[config.mk]
export PLATFORM = sky130hd
export DESIGN_NAME = mc_control_unit
export DESIGN_NICKNAME = d
export VERILOG_FILES = /design/src/rtl/mips_pkg.sv /design/src/rtl/alu_decoder.sv /design/src/rtl/mc_control_unit.sv
export SDC_FILE = /design/constraint.sdc
export NUM_CORES = 1
export LEC_CHECK = 0
export CORE_MARGIN = 3
export CORE_UTILIZATION = 39
export DETAILED_ROUTE_END_ITERATION = 8
export PLACE_DENSITY = 0.81
export SLEW_MARGIN = 25
export SYNTH_ARGS = -nofsm -noshare
export SYNTH_HDL_FRONTEND = slang
export SYNTH_SLANG_ARGS = --single-unit
[constraint.sdc]
create_clock -name clk -period 2.45 [get_ports clk]
set_input_delay 0.49 -clock clk [delete_from_list [all_inputs] [get_ports clk]]
set_output_delay 0.49 -clock clk [all_outputs]
set_load 0.05 [all_outputs]
[src/rtl/mips_pkg.sv]
// Shared encodings for the multicycle MIPS control path: FSM states, opcode and
// funct fields, ALU function codes and datapath mux selects.
package mips_pkg;

   typedef logic [3:0] state_t;

   localparam state_t S_FETCH    = 4'd0;
   localparam state_t S_DECODE   = 4'd1;
   localparam state_t S_MEMADR   = 4'd2;
   localparam state_t S_MEMREAD  = 4'd3;
   localparam state_t S_MEMWB    = 4'd4;
   localparam state_t S_MEMWRITE = 4'd5;
   localparam state_t S_EXECUTE  = 4'd6;
   localparam state_t S_ALUWB    = 4'd7;
   localparam state_t S_BRANCH   = 4'd8;
   localparam state_t S_ADDIEX   = 4'd9;
   localparam state_t S_ADDIWB   = 4'd10;
   localparam state_t S_JUMP     = 4'd11;
   localparam state_t S_ILLEGAL  = 4'd12;

   localparam logic [5:0] OP_RTYPE = 6'b000000;
   localparam logic [5:0] OP_LW    = 6'b100011;
   localparam logic [5:0] OP_SW    = 6'b101011;
   localparam logic [5:0] OP_BEQ   = 6'b000100;
   localparam logic [5:0] OP_ADDI  = 6'b001000;
   localparam logic [5:0] OP_J     = 6'b000010;

   localparam logic [5:0] FUNCT_ADD = 6'b100000;
   localparam logic [5:0] FUNCT_SUB = 6'b100010;
   localparam logic [5:0] FUNCT_AND = 6'b100100;
   localparam logic [5:0] FUNCT_OR  = 6'b100101;
   localparam logic [5:0] FUNCT_SLT = 6'b101010;

   localparam logic [2:0] ALU_ADD = 3'b010;
   localparam logic [2:0] ALU_SUB = 3'b110;
   localparam logic [2:0] ALU_AND = 3'b000;
   localparam logic [2:0] ALU_OR  = 3'b001;
   localparam logic [2:0] ALU_SLT = 3'b111;

   localparam logic [1:0] ALUOP_ADD   = 2'b00;
   localparam logic [1:0] ALUOP_SUB   = 2'b01;
   localparam logic [1:0] ALUOP_FUNCT = 2'b10;

   localparam logic [1:0] PCSRC_ALU    = 2'b00;
   localparam logic [1:0] PCSRC_ALUOUT = 2'b01;
   localparam logic [1:0] PCSRC_JUMP   = 2'b10;

   localparam logic [1:0] SRCB_B      = 2'b00;
   localparam logic [1:0] SRCB_FOUR   = 2'b01;
   localparam logic [1:0] SRCB_IMM    = 2'b10;
   localparam logic [1:0] SRCB_IMMSH2 = 2'b11;

   function automatic logic funct_supported(input logic [5:0] f);
      return (f == FUNCT_ADD) || (f == FUNCT_SUB) || (f == FUNCT_AND) ||
             (f == FUNCT_OR)  || (f == FUNCT_SLT);
   endfunction

endpackage

[src/rtl/alu_decoder.sv]
// Maps the control-unit alu_op plus the R-type funct field onto the 3-bit ALU
// function code. Purely combinational so a pipelined control can reuse it.
module alu_decoder
   import mips_pkg::*;
(
   input  logic [1:0] alu_op_i,
   input  logic [5:0] funct_i,
   output logic [2:0] alu_control_o
);

   // NOTE: every always_comb output gets a default first so no path infers a latch.
   always_comb begin
      alu_control_o = ALU_ADD;
      case (alu_op_i)
         ALUOP_SUB:   alu_control_o = ALU_SUB;
         ALUOP_FUNCT: begin
            case (funct_i)
               FUNCT_SUB: alu_control_o = ALU_SUB;
               FUNCT_AND: alu_control_o = ALU_AND;
               FUNCT_OR:  alu_control_o = ALU_OR;
               FUNCT_SLT: alu_control_o = ALU_SLT;
               default:   alu_control_o = ALU_ADD;
            endcase
         end
         default:     alu_control_o = ALU_ADD;
      endcase
   end

endmodule

[src/rtl/mc_control_unit.sv]
// Moore FSM sequencing the shared-ALU/shared-memory multicycle MIPS datapath;
// one state per cycle, every mux select and write enable comes from here.
module mc_control_unit
   import mips_pkg::*;
#(
   parameter logic TRAP_ILLEGAL = 1'b1
)(
   input  logic       clk,
   input  logic       reset,
   input  logic [5:0] op,
   input  logic [5:0] funct,
   input  logic       zero,
   output logic       i_or_d,
   output logic       mem_write,
   output logic       ir_write,
   output logic       reg_dst,
   output logic       mem_to_reg,
   output logic       reg_write,
   output logic       alu_src_a,
   output logic [1:0] alu_src_b,
   output logic [2:0] alu_control,
   output logic [1:0] pc_src,
   output logic       pc_en,
   output logic       instr_done,
   output logic       halted
);

   state_t     state_q, state_d;
   state_t     bad_next;
   logic [1:0] alu_op;
   logic       mem_write_c, ir_write_c, reg_write_c, pc_write_c, branch_c, done_c;

   assign bad_next = TRAP_ILLEGAL ? S_ILLEGAL : S_FETCH;

   // NOTE: state registers update with non-blocking assignments only.
   always_ff @(posedge clk or posedge reset) begin
      if (reset) state_q <= S_FETCH;
      else       state_q <= state_d;
   end

   always_comb begin
      state_d = S_FETCH;
      case (state_q)
         S_FETCH:   state_d = S_DECODE;
         S_DECODE: begin
            case (op)
               OP_LW, OP_SW: state_d = S_MEMADR;
               OP_RTYPE:     state_d = funct_supported(funct) ? S_EXECUTE : bad_next;
               OP_BEQ:       state_d = S_BRANCH;
               OP_ADDI:      state_d = S_ADDIEX;
               OP_J:         state_d = S_JUMP;
               default:      state_d = bad_next;
            endcase
         end
         S_MEMADR:  state_d = (op == OP_LW) ? S_MEMREAD : S_MEMWRITE;
         S_MEMREAD: state_d = S_MEMWB;
         S_EXECUTE: state_d = S_ALUWB;
         S_ADDIEX:  state_d = S_ADDIWB;
         S_ILLEGAL: state_d = S_ILLEGAL;
         default:   state_d = S_FETCH;
      endcase
   end

   always_comb begin
      i_or_d      = 1'b0;
      mem_write_c = 1'b0;
      ir_write_c  = 1'b0;
      reg_dst     = 1'b0;
      mem_to_reg  = 1'b0;
      reg_write_c = 1'b0;
      alu_src_a   = 1'b0;
      alu_src_b   = SRCB_B;
      alu_op      = ALUOP_ADD;
      pc_src      = PCSRC_ALU;
      pc_write_c  = 1'b0;
      branch_c    = 1'b0;
      done_c      = 1'b0;
      halted      = 1'b0;
      case (state_q)
         S_FETCH: begin
            ir_write_c = 1'b1;
            pc_write_c = 1'b1;
            alu_src_b  = SRCB_FOUR;
         end
         S_DECODE:   alu_src_b = SRCB_IMMSH2;
         S_MEMADR, S_ADDIEX: begin
            alu_src_a = 1'b1;
            alu_src_b = SRCB_IMM;
         end
         S_MEMREAD:  i_or_d = 1'b1;
         S_MEMWB: begin
            mem_to_reg  = 1'b1;
            reg_write_c = 1'b1;
            done_c      = 1'b1;
         end
         S_MEMWRITE: begin
            i_or_d      = 1'b1;
            mem_write_c = 1'b1;
            done_c      = 1'b1;
         end
         S_EXECUTE: begin
            alu_src_a = 1'b1;
            alu_op    = ALUOP_FUNCT;
         end
         S_ALUWB: begin
            reg_dst     = 1'b1;
            reg_write_c = 1'b1;
            done_c      = 1'b1;
         end
         S_BRANCH: begin
            alu_src_a = 1'b1;
            alu_op    = ALUOP_SUB;
            pc_src    = PCSRC_ALUOUT;
            branch_c  = 1'b1;
            done_c    = 1'b1;
         end
         S_ADDIWB: begin
            reg_write_c = 1'b1;
            done_c      = 1'b1;
         end
         S_JUMP: begin
            pc_src     = PCSRC_JUMP;
            pc_write_c = 1'b1;
            done_c     = 1'b1;
         end
         S_ILLEGAL:  halted = 1'b1;
         default: ;
      endcase
   end

   // Enables are masked by reset so nothing is written while FETCH is forced.
   assign mem_write  = mem_write_c & ~reset;
   assign ir_write   = ir_write_c  & ~reset;
   assign reg_write  = reg_write_c & ~reset;
   assign instr_done = done_c      & ~reset;
   assign pc_en      = (pc_write_c | (branch_c & zero)) & ~reset;

   alu_decoder u_alu_decoder (
      .alu_op_i      (alu_op),
      .funct_i       (funct),
      .alu_control_o (alu_control)
   );

endmodule
; ---- Word-level counts from Yosys, hierarchy flattened
; Index checks and enable logic that the tools add are counted.
[word_totals]
output_inout_bits = 17
reg_bits = 4
elab_cells = 66
[op_classes]
reduce_logical = 13
n_eq_ne = 24
muxes = 20
n_bitwise = 8
[op_table]
columns = cell, count
row1 = "6-bit == test, second input constant", 7
row2 = 4-bit case mux with 7 select lines, 1
row3 = "4-bit == test, second input constant", 5
row4 = 4-bit case mux with 5 select lines, 1
row5 = "4-bit by 3-bit == test with 1-bit output, second input constant", 4
row6 = 3-bit case mux with 4 select lines, 1
row7 = 1-bit 2-to-1 mux, 11
row8 = "4-bit by 2-bit == test with 1-bit output, second input constant", 2
row9 = 2-bit case mux with 2 select lines, 2
row10 = 2-bit OR reduction, 4
row11 = 1-bit bitwise AND, 6
row12 = "6-bit by 2-bit == test with 1-bit output, second input constant", 1
row13 = "6-bit by 3-bit == test with 1-bit output, second input constant", 1
row14 = "6-bit by 4-bit == test with 1-bit output, second input constant", 1
row15 = 6-bit logical NOT, 1
row16 = 2-bit case mux with 3 select lines, 1
row17 = 3-bit case mux with 2 select lines, 1
row18 = 6-bit OR reduction, 1
row19 = "4-bit by 1-bit == test with 1-bit output, second input constant", 1
row20 = 4-bit logical NOT, 1
row21 = 1-bit logical OR, 4
row22 = 4-bit 2-to-1 mux, 1
row23 = 4-bit OR reduction, 1
row24 = 3-bit 2-to-1 mux, 1
row25 = 5 further kinds, 5

; ---- Depth between registers and ports, before layout
; Gate-level depths: netlist of run 1.
[logic_depth]
depth_word = 8
depth_mapped = 8
depth_no_buf = 7

; ---- Hierarchy
; A second synthesis of run 1 with hierarchy kept.
[hier_totals]
hier_cells = 93
area_unflattened_um2 = 708.2
[by_module_without_submodules]
columns = module, cells_per_inst, seq_area_each_um2, area_per_inst_um2, n_inst
row1 = mc_control_unit, 78, 100.1, 589.3, 1
row2 = alu_decoder, 15, 0.0, 118.9, 1

; ---- Worst setup path before layout of run 1
; Ideal clock, no wire load.
[synth_path]
path_kind = reg-to-output
from = reg state_q[2]
to = out alu_control[0]
arrival_ns = 2.418
n_path_buf = 1
stages_incl_launch_ff = 7
setup_slack_ns = -0.458
required_ns = 1.960
path_cell_list = dfrtp_1 -> buf_2 -> nand2b_1 -> nor3_1 -> inv_1 -> ha_1 -> nor3_1
[synth_via]
elab_chain_len = 4
elab_cells_between_ends = 6
cone_classes = eq/ne: 4 / mux: 2
[synth_lines]
columns = item, line_no
row1 = start: declaration, mc_control_unit.sv:28  ; state_t state_q, state_d;
row2 = start signal: assignment, mc_control_unit.sv:38  ; else state_q <= state_d;
row3 = 4-bit == test or 4-bit by 3-bit == test with 1-bit output (tied branches), mc_control_unit.sv:79  ; case (state_q)
row4 = 2-bit case mux with 2 select lines *, mc_control_unit.sv:79
row5 = 2-bit == test or 2-bit by 1-bit == test with 1-bit output (tied branches), alu_decoder.sv:14  ; case (alu_op_i)
row6 = 3-bit case mux with 2 select lines *, alu_decoder.sv:14
row7 = end: declaration, mc_control_unit.sv:21  ; output logic [2:0] alu_control,
; Every way passes the cells marked *; elsewhere a longest branch is shown, timed or not.

; ---- Worst setup path in the final report of run 1
[layout_path]
from = reg state_q[2]
to = out alu_control[1]
; The elaborated chain is that of the path after synthesis.

==> summary.txt, run 1 <==
Place
  – Worst setup slack before clock tree synthesis: 0.104 ns
  – RePlAce Congestion: approximately 0.91
  – Count of placed standard cells including taps: 138
  – Count of input and output buffers: 31
  – Detailed placement HPWL: 1580 um

Yosys
  – Number of nets in the synthesized netlist: 108
  – Number of cells produced by synthesis: about 90
  – Cell Area, Synth: 622 um^2
  – Synth cell types: 34
  – Portion of the post-synthesis area used by sequential elements: between 10% and 20%
  – Total of warnings raised by yosys: 0
  – Flip-flop and latch count after synthesis: 4
  – Avg Cell Area, Syn: 6.83 um^2

Finish
  – P&R area growth vs syn: 76.9%
  – Max FFs per register: 4
  – Largest registers ranked by flip-flop count: state_q x4
  – # fillers: 113
  – Total number of nets in the final design: between 100 and 150
  – Layout cell share with drive strength beyond 1: about a quarter
  – Antenna diode count: 0
  – Biggest register: state_q
  – FF/Latch Area: between 100 and 150 um^2
  – Area of the multi-input gates: around 500 um^2
  – Final Non-Filler Cells: 142

Clocking
  – Number of H-tree levels: 1
  – Clock latency on the worst-skew pair: 0.24 ns
  – Clock edge transition at the registers on the reported setup and hold paths: about 0.04 ns
  – Worst-case clock buffer depth: 2
  – # clock sinks: 4
  – TritonCTS clock tree: done
  – Count of hold buffers inserted by post-cts repair: 0
  – Root Driver: sky130_fd_sc_hd__clkbuf_4
  – Cts bufs inserted: 3

Detailed routing
  – Initial detailed-routing violation count: 30
  – Number of detailed-route iterations in the first pass: 4
  – Antenna-violating nets left: 0
  – Total Routed Length: 2170 um
  – Number of remaining DRC errors: 0
  – Total number of vias: roughly 850
  – Vias per inst: 5.95
  – Post-DR wirelength/cell: ~15 um

STA
  – Final setup violating endpoints: 0
  – Count of pins over their slew limit: 0
  – Highest achievable clock rate: 0.422 GHz
  – Final worst-path setup slack: about 0.079 ns
  – Worst slew margin relative to its limit: 66.8%
  – Portion of the clock cycle consumed by the worst path in the final layout: between 90% and 100%
  – Clock Skew: around 0.0087 ns
  – Unrepaired setup endpoints after global routing: no
  – Total count of hold-check failures in the final report: 0
  – Actual slew at the worst max-slew pin: roughly 0.50 ns
  – Fin crit period: 2.37 ns

Setup path
  – Arr. time, crit path: about 1.9 ns
  – Worst Path Required: just under 2 ns
  – Critical Path Source Type: register
  – Minimum setup slack among reg-to-reg paths: around 0.83 ns
  – Setup Crit Path Kind: reg -> out
  – CP Max Fanout: 7
  – Critical path capture point type: output pin

Floorplan
  – Placeable core area: approximately 1400 um^2
  – Standard-cell rows: 13
  – Die Area: roughly 2100 um^2
  – # IOs: 32
  – Die Width: 45.9 um
  – Starting density of the core: 44.5%
  – Height of the die: roughly 46 um

Power and ir drop
  – Peak VDD IR: 0.000721 V
  – Leakage: approximately 0.00046 uW
  – Power density over cell area: approximately 1300 nW/um^2

Hold path
  – Hold Path Class: in -> async

Global routing
  – Global route overflow: 0
  – GR Layer Usage met2: 37.4%
  – Met1 Resource Use GR: 27.5%
  – Number of antenna violations at the first check in global routing: 0
  – Total routing resource utilization after global routing: a little over a fifth
  – Largest net degree at the start of global routing: 10
  – Via count of the first global-routing pass: ~770
  – Met3 global-route usage: under 10%
  – Routing layer with the top usage in global route: met2
  – Global-route wire length before repair: 3390 um

Job
  – MaxCap Viol Count: 0

Status
  – Status: finished clean
layout by cell type, fill, tap and decap left out, types with 3 or more instances in the layout:
master                            synthesis  layout
sky130_fd_sc_hd__buf_12                   0       9
sky130_fd_sc_hd__nor3_1                  10       8
sky130_fd_sc_hd__inv_1                    8       8
sky130_fd_sc_hd__clkdlybuf4s50_1          0      14
sky130_fd_sc_hd__dfrtp_1                  4       3
sky130_fd_sc_hd__a31oi_1                  3       3
sky130_fd_sc_hd__nand2b_1                 3       3
sky130_fd_sc_hd__a21oi_1                  4       4
sky130_fd_sc_hd__nor2_1                  10       9
sky130_fd_sc_hd__nand3_1                  3       3
sky130_fd_sc_hd__buf_4                    0      13
sky130_fd_sc_hd__clkbuf_4                 0       3
sky130_fd_sc_hd__nand2_1                  9       9
final timing paths:
check,from,endpoint,cells past startpoint
setup / recovery,state_q[2],alu_control[1],6
hold / removal,reset,state_q[3],2
setup reg to reg,state_q[1],state_q[2],5
hold reg to reg,state_q[0],state_q[0],1
max in group asynchronous,reset,state_q[2],2
min in group clk,state_q[0],state_q[0],1
cell type report:
cell class | instances | share of cell area, %
tap | 15 | 1.71
sequential | 4 | 9.22
inverter | 8 | 2.73
clock buffer | 3 | 2.05
timing repair buffer | 37 | 39.1
multi-input combinational | 75 | 45.2
synthesized netlist by cell type:
cell type                   instances  area [um^2]
sky130_fd_sc_hd__o41ai_2            1         16.3
sky130_fd_sc_hd__or2_2              1         6.26
sky130_fd_sc_hd__or3_1              2         12.5
sky130_fd_sc_hd__a22oi_1            2         15.0
sky130_fd_sc_hd__or3b_1             1         8.76
sky130_fd_sc_hd__and3_1             1         6.26
sky130_fd_sc_hd__xnor2_1            2         17.5
sky130_fd_sc_hd__dfrtp_1            4          100
sky130_fd_sc_hd__nor4_1             1         6.26
sky130_fd_sc_hd__nand2b_1           3         18.8
sky130_fd_sc_hd__o21ai_0            2         10.0
sky130_fd_sc_hd__a31oi_1            3         18.8
sky130_fd_sc_hd__a2bb2oi_1          1         8.76
sky130_fd_sc_hd__o2bb2ai_1          1         8.76
sky130_fd_sc_hd__o32ai_1            1         8.76
sky130_fd_sc_hd__a211o_1            2         17.5
sky130_fd_sc_hd__nand2_1            9         33.8
sky130_fd_sc_hd__and4_1             1         8.76
sky130_fd_sc_hd__nor3b_1            2         15.0
sky130_fd_sc_hd__buf_2              4         20.0
sky130_fd_sc_hd__a211oi_1           1         7.51
sky130_fd_sc_hd__nor3_1            10         50.1
sky130_fd_sc_hd__inv_1              8         30.0
sky130_fd_sc_hd__nand4_1            1         6.26
sky130_fd_sc_hd__maj3_2             1         11.3
sky130_fd_sc_hd__ha_1               2         25.0
sky130_fd_sc_hd__a21oi_1            4         20.0
sky130_fd_sc_hd__nor2b_1            2         12.5
sky130_fd_sc_hd__nor2_1            10         37.5
sky130_fd_sc_hd__o41a_1             1         11.3
sky130_fd_sc_hd__o22a_1             1         8.76
sky130_fd_sc_hd__a221oi_1           1         8.76
sky130_fd_sc_hd__nand3_1            3         15.0
sky130_fd_sc_hd__mux2i_1            2         20.0
what timing repair did:
item	in CTS	in global routing
gates resized for setup	1	3
pin swaps	0	1
buffers inserted	0	1
setup endpoints to repair	2	4
routing by layer:
metal / up-vias / wire, um
met1: 397 / 890
met2: 39 / 1140
met3: 0 / 135
met5: - / 0
li1: 409 / -
met4: 0 / 0
critical path: stages (launching register included):
cell                       delay [ns]
sky130_fd_sc_hd__dfrtp_2         0.44
sky130_fd_sc_hd__nand2b_1        0.19
sky130_fd_sc_hd__nor3_2          0.20
sky130_fd_sc_hd__inv_1           0.10
sky130_fd_sc_hd__ha_4            0.26
sky130_fd_sc_hd__a211o_1         0.26
sky130_fd_sc_hd__buf_4           0.19
report_power, final:
part	switching (uW)	internal [uW]	total [uW]	leakage, uW
Combinational	669	477	1150	0.000399
Sequential	61.0	96.8	158	0.0000500
Clock	29.8	55.0	84.8	0.0000138
cells by family after synthesis:
logic type | Yosys count | synth area share, %
AO/OA/AOI/OAI | 21 | 25.8
XOR/XNOR | 2 | 2.82
adder cells (fa/ha/maj) | 3 | 5.83
buffers and inverters | 12 | 8.05
flip-flops | 4 | 16.1
multiplexers | 2 | 3.22
AND/OR/NAND/NOR | 47 | 38.2
per-stage QoR:
stage	setup TNS, ns	area, um^2	power, uW	util [%]	hold slack [ns]
after floorplan	-0.0888	629	826	-	0.261
after global placement	0	1050	1250	75.0	0.614
after detailed placement	0	1050	1260	75.0	0.611
after CTS	0	1080	1350	76.9	0.579
after global routing	0	1100	1470	78.6	0.621
final	0	1100	1390	78.6	0.574
(Power assumes the default switching activity.)
==> inputs of run 2 (changes only) <==
Settings changed: MAX_ROUTING_LAYER set to met4.
==> run 2 against run 1 <==
  * Design area stayed put
  * Critical path depth unchanged
  * Sequential cell count did not move
  * Die area unchanged
  * Highest routed layer is now met4
==> summary.txt, run 2 (same netlist as run 1, synthesis figures left out) <==
Status
  – Status: finished clean (unchanged)

Setup path
  – Critical path capture point type: output pin (unchanged)
  – Slowest stage cell, crit path: sky130_fd_sc_hd__dfrtp_2 (unchanged)
  – Number of cells traversed by the worst register-to-register path: 5 (unchanged)
  – Launching element of the worst setup path: state_q[2] (unchanged)
  – Minimum setup slack among reg-to-reg paths: 0.83 ns (about the same)
  – Setup Crit Path Kind: reg -> out (unchanged)
  – RR Startpoint: state_q[1] (unchanged)
  – Critical Path Source Type: register (unchanged)
  – CP Max Fanout: 7 (unchanged)
  – Arr. time, crit path: 1.89 ns (was 1.88 ns)
  – Sequence of cells on the critical path: nand2b_1, nor3_2, inv_1, ha_4, a211o_1, buf_4 (unchanged)
  – Worst Path Required: 1.96 ns (about the same)
  – Reg-to-Reg End: state_q[2] (unchanged)
  – Critical path's largest stage delay: 0.44 ns (about the same)

Finish
  – Largest registers ranked by flip-flop count: state_q x4 (unchanged)
  – Biggest register: state_q (unchanged)
  – Most frequent standard cell in the layout excluding fill and tap cells: sky130_fd_sc_hd__clkdlybuf4s50_1 (unchanged)
  – # fillers: 113 (unchanged)
  – P&R area growth vs syn: 76.9% (unchanged)
  – Layout cell share with drive strength beyond 1: 26.0% (unchanged)
  – Max FFs per register: 4 (unchanged)
  – Antenna diode count: 0 (unchanged)
  – Utilization after layout: 78.6% (unchanged)
  – Final Non-Filler Cells: 142 (unchanged)
  – Total number of nets in the final design: 146 (unchanged)
  – Area of the multi-input gates: 497 um^2 (unchanged)
  – Top library cells by usage in the layout, fill and taps aside: sky130_fd_sc_hd__clkdlybuf4s50_1, sky130_fd_sc_hd__buf_4, sky130_fd_sc_hd__nand2_1, sky130_fd_sc_hd__nor2_1, sky130_fd_sc_hd__buf_12 (unchanged)
  – FF/Latch Area: 101 um^2 (unchanged)

Global routing
  – Total routing resource utilization after global routing: 22.2% (was 21.6%)
  – Via count of the first global-routing pass: 767 (was 768)
  – Largest net degree at the start of global routing: 10 (unchanged)
  – Global route overflow: 0 (unchanged)
  – Number of antenna violations at the first check in global routing: 0 (unchanged)
  – Global-route wire length before repair: 3390 um (unchanged)

Clocking
  – Clock edge transition at the registers on the reported setup and hold paths: 0.04 ns (about the same)
  – TritonCTS clock tree: done (unchanged)
  – Count of hold buffers inserted by post-cts repair: 0 (unchanged)
  – Worst-case clock buffer depth: 2 (unchanged)
  – Root Driver: sky130_fd_sc_hd__clkbuf_4 (unchanged)
  – Number of H-tree levels: 1 (unchanged)
  – # clock sinks: 4 (unchanged)
  – Clock latency on the worst-skew pair: 0.24 ns (about the same)
  – Cts bufs inserted: 3 (unchanged)

STA
  – Count of pins over their slew limit: 0 (unchanged)
  – Highest achievable clock rate: 0.421 GHz (was 0.422 GHz)
  – Total count of hold-check failures in the final report: 0 (unchanged)
  – Portion of the clock cycle consumed by the worst path in the final layout: 97.0% (was 96.8%)
  – Actual slew at the worst max-slew pin: 0.498 ns (about the same)
  – Worst slew margin relative to its limit: 66.8% (unchanged)
  – Clock Skew: 0.00672 ns (was 0.00872 ns)
  – Fin crit period: 2.38 ns (was 2.37 ns)
  – Final worst-path setup slack: 0.0741 ns (was 0.0790 ns)
  – Final setup violating endpoints: 0 (unchanged)
  – Unrepaired setup endpoints after global routing: no (unchanged)

Place
  – RePlAce Congestion: 0.931 (was 0.915)
  – Count of placed standard cells including taps: 138 (unchanged)
  – Worst setup slack before clock tree synthesis: 0.104 ns (unchanged)
  – Count of input and output buffers: 31 (unchanged)
  – Detailed placement HPWL: 1580 um (unchanged)

Power and ir drop
  – Leakage: 0.000463 uW (unchanged)
  – Power density over cell area: 1260 nW/um^2 (about the same)
  – Peak VDD IR: 0.000723 V (was 0.000721 V)

Detailed routing
  – Total Routed Length: 2160 um (was 2170 um)
  – Post-DR wirelength/cell: 15.2 um (was 15.3 um)
  – Number of detailed-route iterations in the first pass: 4 (unchanged)
  – Initial detailed-routing violation count: 30 (unchanged)
  – Vias per inst: 6.06 (was 5.95)
  – Number of remaining DRC errors: 0 (unchanged)
  – Antenna-violating nets left: 0 (unchanged)
  – Total number of vias: 861 (was 845)

Floorplan
  – Height of the die: 45.9 um (unchanged)
  – Placeable core area: 1400 um^2 (unchanged)
  – Standard-cell rows: 13 (unchanged)
  – Starting density of the core: 44.5% (unchanged)
  – Die Area: 2110 um^2 (unchanged)
  – # IOs: 32 (unchanged)
  – Die Width: 45.9 um (unchanged)

Job
  – MaxCap Viol Count: 0 (unchanged)

Hold path
  – Hold Path Class: in -> async (unchanged)
==> run 2: cell counts in the layout (fill, tap and decap cells not counted) <==
No cell type changed its count.
==> run 2: routing by layer <==
layer	vias up	routed length (um)	global-route usage (%)	part of all wire, %
li1	410	-	-	-
met1	400	880	27.5	41
met2	47	1140	37.4	53
met3	4	127	2.37	5.9
met4	0	11	6.82	0.51
met5	-	0	-	0
==> run 2: per-stage QoR <==
| step | instance area, um^2 | hold WS, ns | power (uW) | setup TNS [ns] |
|---|---|---|---|---|
| 3_3_place_gp | 1050 | 0.614 | 1250 | 0 |
| 6_report | 1100 | 0.571 | 1390 | 0 |
| 4_1_cts | 1080 | 0.579 | 1350 | 0 |
| 3_5_place_dp | 1050 | 0.611 | 1260 | 0 |
| 2_1_floorplan | 629 | 0.261 | 826 | -0.0888 |
| 5_1_grt | 1100 | 0.621 | 1470 | 0 |
==> run 2: what timing repair did <==
| action | CTS | global route |
|---|---|---|
| setup endpoints to repair | 2 | 4 |
| resized for setup | 1 | 3 |
| pin swaps | 0 | 1 |
| setup buffers | 0 | 1 |
==> run 2: worst max-delay path by stage <==
stage / end / slack, ns / cells after the start
2_1_floorplan: alu_control[0] / -0.05 / 6
3_3_place_gp: alu_control[1] / 0.17 / 5
3_5_place_dp: alu_control[1] / 0.10 / 5
4_1_cts: alu_control[1] / 0.03 / 6
5_1_grt: alu_control[1] / 0.002 / 6
6_report: alu_control[1] / 0.07 / 6
==> run 2: power by group <==
group,leakage (uW),internal [uW],switching (uW)
logic,0.000399,477,670
clock network,0.0000138,55.1,30.8
registers,0.0000500,96.9,61.0
total,0.000463,629,761
==> run 2: cell type report <==
type                            instances  share of cell area (%)
Clock buffer                            3                    2.05
Timing Repair Buffer                   37                    39.1
Multi-Input combinational cell         75                    45.2
Sequential cell                         4                    9.22
Tap cell                               15                    1.71
Inverter                                8                    2.73
==> run 2: worst max-delay path: cells and delay by family (launching register included) <==
kind | cells | cell delay, ns
compound gates | 1 | 0.26
fa+ha+maj | 1 | 0.26
buf+inv | 2 | 0.29
flops | 1 | 0.44
simple gates | 2 | 0.39
==> inputs of run 3 (changes only) <==
Settings changed: CORE_UTILIZATION 39 to 42, CTS_CLUSTER_SIZE set to 24, PLACE_DENSITY 0.81 to 0.86.
Clock period 2.45 ns to 3 ns, I/O delays scaled along.
==> run 3 against run 2 <==
  * Wire length is 19% lower
  * Sequential cell count unchanged
  * Global-route usage down 2.5 points
  * Critical path depth down 3
  * Final cell count down 4.2%
  * Largest power group unchanged
==> summary.txt, run 3 (same netlist as run 1, synthesis figures left out) <==
Setup path
  – Arr. time, crit path: 2.27 ns (was 1.89 ns)
  – Worst Path Required: 2.40 ns (was 1.96 ns)
  – Critical path's largest stage delay: 0.81 ns (was 0.44 ns)
  – Setup Crit Path Kind: reg -> out (unchanged)
  – CP Max Fanout: 15 (was 7)
  – Number of cells traversed by the worst register-to-register path: 4 (was 5)
  – Critical Path Source Type: register (unchanged)
  – Minimum setup slack among reg-to-reg paths: 1.44 ns (was 0.83 ns)
  – Sequence of cells on the critical path: or3b_1, a21oi_1, clkdlybuf4s50_1 (was nand2b_1, nor3_2, inv_1, ha_4, a211o_1, buf_4)
  – RR Startpoint: state_q[1] (unchanged)
  – Slowest stage cell, crit path: sky130_fd_sc_hd__clkdlybuf4s50_1 (was sky130_fd_sc_hd__dfrtp_2)
  – Reg-to-Reg End: state_q[2] (unchanged)
  – Critical path capture point type: output pin (unchanged)

Power and ir drop
  – Leakage: 0.000399 uW (was 0.000463 uW)
  – Peak VDD IR: 0.000456 V (was 0.000723 V)
  – Internal power: 387 uW (was 629 uW)
  – Power share of the clock group: 7.1% (was 6.2%)
  – Switching share of power: 59.4% (was 54.7%)
  – Sw Pwr: 567 uW (was 761 uW)
  – Power density over cell area: 982 nW/um^2 (was 1260 nW/um^2)
  – Share of total power in sequential cells: 16.1% (was 11.4%)
  – Logic pwr share: 76.8% (was 82.5%)

Clocking
  – Cells resized by post-CTS repair: 0 (was 1)
  – # clock sinks: 4 (unchanged)
  – Clock latency on the worst-skew pair: 0.24 ns (about the same)
  – Worst-case clock buffer depth: 2 (unchanged)
  – Setup repair bufs after CTS: 0 (unchanged)
  – Clock edge transition at the registers on the reported setup and hold paths: 0.04 ns (about the same)
  – Root Driver: sky130_fd_sc_hd__clkbuf_4 (unchanged)
  – Cts bufs inserted: 3 (unchanged)
  – Count of hold buffers inserted by post-cts repair: 0 (unchanged)
  – Number of H-tree levels: 1 (unchanged)
  – TritonCTS clock tree: done (unchanged)

Place
  – Detailed placement HPWL: 1400 um (was 1580 um)
  – Count of placed standard cells including taps: 133 (was 138)
  – RePlAce Congestion: 0.880 (was 0.931)
  – Count of input and output buffers: 31 (unchanged)

Detailed routing
  – Post-DR wirelength/cell: 12.9 um (was 15.2 um)
  – Total Routed Length: 1760 um (was 2160 um)
  – Total number of vias: 826 (was 861)
  – Initial detailed-routing violation count: 20 (was 30)
  – Number of detailed-route iterations in the first pass: 6 (was 4)
  – Antenna-violating nets left: 0 (unchanged)
  – Vias per inst: 6.07 (was 6.06)
  – Number of remaining DRC errors: 0 (unchanged)

Floorplan
  – Height of the die: 44.5 um (was 45.9 um)
  – Placeable core area: 1350 um^2 (was 1400 um^2)
  – Die Width: 44.5 um (was 45.9 um)
  – Standard-cell rows: 13 (unchanged)
  – Die Area: 1980 um^2 (was 2110 um^2)
  – Starting density of the core: 46.1% (was 44.5%)
  – # IOs: 32 (unchanged)

Finish
  – Utilization after layout: 71.9% (was 78.6%)
  – Top library cells by usage in the layout, fill and taps aside: sky130_fd_sc_hd__clkdlybuf4s50_1, sky130_fd_sc_hd__nor2_1, sky130_fd_sc_hd__nor3_1, sky130_fd_sc_hd__nand2_1, sky130_fd_sc_hd__inv_1 (was sky130_fd_sc_hd__clkdlybuf4s50_1, sky130_fd_sc_hd__buf_4, sky130_fd_sc_hd__nand2_1, sky130_fd_sc_hd__nor2_1, sky130_fd_sc_hd__buf_12)
  – Biggest register: state_q (unchanged)
  – P&R area growth vs syn: 56.1% (was 76.9%)
  – Final Non-Filler Cells: 136 (was 142)
  – Most frequent standard cell in the layout excluding fill and tap cells: sky130_fd_sc_hd__clkdlybuf4s50_1 (unchanged)
  – Max FFs per register: 4 (unchanged)
  – Total number of nets in the final design: 140 (was 146)
  – Layout cell share with drive strength beyond 1: 10.7% (was 26.0%)
  – Antenna diode count: 0 (unchanged)
  – Largest registers ranked by flip-flop count: state_q x4 (unchanged)

Global routing
  – Global route overflow: 0 (unchanged)
  – Total routing resource utilization after global routing: 19.7% (was 22.2%)
  – Global-route wire length before repair: 2870 um (was 3390 um)
  – Number of antenna violations at the first check in global routing: 0 (unchanged)
  – Largest net degree at the start of global routing: 16 (was 10)
  – Via count of the first global-routing pass: 693 (was 767)

Job
  – MaxCap Viol Count: 0 (unchanged)

STA
  – Portion of the clock cycle consumed by the worst path in the final layout: a little over nine tenths
  – Total count of hold-check failures in the final report: 0 (unchanged)
  – Highest achievable clock rate: 0.349 GHz
  – Actual slew at the worst max-slew pin: 0.501 ns (was 0.498 ns)
  – Worst slew margin relative to its limit: 66.6% (was 66.8%)
  – Clock Skew: 0.00861 ns (was 0.00672 ns)
  – Count of pins over their slew limit: 0 (unchanged)
  – Final setup violating endpoints: 0 (unchanged)
  – Fin crit period: approximately 2.9 ns
  – Unrepaired setup endpoints after global routing: no (unchanged)
  – Setup Total Neg Slack: 0 ns (unchanged)

Hold path
  – WHS Path Cells: 1
  – Source of the worst hold timing path: state_q[3]
  – Hold worst-path end: state_q[0]
  – Hold Path Class: reg -> reg (was in -> async)

Status
  – Status: finished clean (unchanged)
-- run 3: cell count changes in the layout (fill, tap and decap cells not counted) --
cell                              previous run  this run
sky130_fd_sc_hd__nor2_2                      1         0
sky130_fd_sc_hd__ha_1                        1         2
sky130_fd_sc_hd__nor3_2                      2         1
sky130_fd_sc_hd__clkdlybuf4s50_1            14        24
sky130_fd_sc_hd__dfrtp_1                     3         4
sky130_fd_sc_hd__buf_4                      13         4
sky130_fd_sc_hd__buf_12                      9         2
sky130_fd_sc_hd__nor3_1                      8         9
sky130_fd_sc_hd__dfrtp_2                     1         0
sky130_fd_sc_hd__ha_4                        1         0
sky130_fd_sc_hd__nor2_1                      9        10
-- run 3: area by class of cell --
class / count / area, um^2
Inverter: 8 / 30.0
Sequential cell: 4 / 100
Fill cell: 98 / 379
Multi-Input combinational cell: 75 / 477
Clock buffer: 3 / 22.5
Tap cell: 15 / 18.8
Timing Repair Buffer: 31 / 323
-- run 3: metrics by stage --
stage               worst slack (ns)  cell area [um^2]  power [uW]  hold slack (ns)
floorplan                      0.263               627         673            0.371
global placement               0.407               946         874            0.653
detailed placement             0.378               946         884            0.665
CTS                            0.126               968         955            0.662
global route                  0.0140               971        1020            0.704
finish                         0.134               971         954            0.652
-- run 3: power by group through the flow --
stage / logic (uW) / clock network, uW / registers [uW]
after floorplan: 580 / 0 / 93.5
after global placement: 723 / 0 / 150
after detailed placement: 732 / 0 / 153
after CTS: 733 / 70.2 / 152
after global routing: 784 / 73.9 / 161
final: 733 / 67.8 / 153
-- run 3: per-layer routing --
| layer | up-vias | track usage (%) | part of all wire, % |
|---|---|---|---|
| met3 | 4 | 3.66 | 7.6 |
| met4 | 0 | 7.23 | 1.4 |
| met2 | 50 | 30.7 | 50 |
| li1 | 401 | - | - |
| met1 | 371 | 25.1 | 41 |
| met5 | - | - | 0 |
-- run 3: worst max path at each step --
stage          slack (ns)  startpoint  depth (start not counted)      endpoint
2_1_floorplan        0.26  state_q[3]                          5     reg_write
3_3_place_gp         0.41       reset                          3    instr_done
3_5_place_dp         0.38       reset                          3    instr_done
4_1_cts              0.13  state_q[1]                          3  alu_src_b[1]
5_1_grt              0.01  state_q[1]                          3  alu_src_b[1]
6_report             0.13  state_q[1]                          3  alu_src_b[1]
-- run 3: worst max-delay path, delay by kind of cell (launching register included) --
kind / cells / cell delay, ns
buffers and inverters: 1 / 0.81
and+or+nand+nor: 1 / 0.45
DFF: 1 / 0.60
AOI/OAI and AO/OA: 1 / 0.16
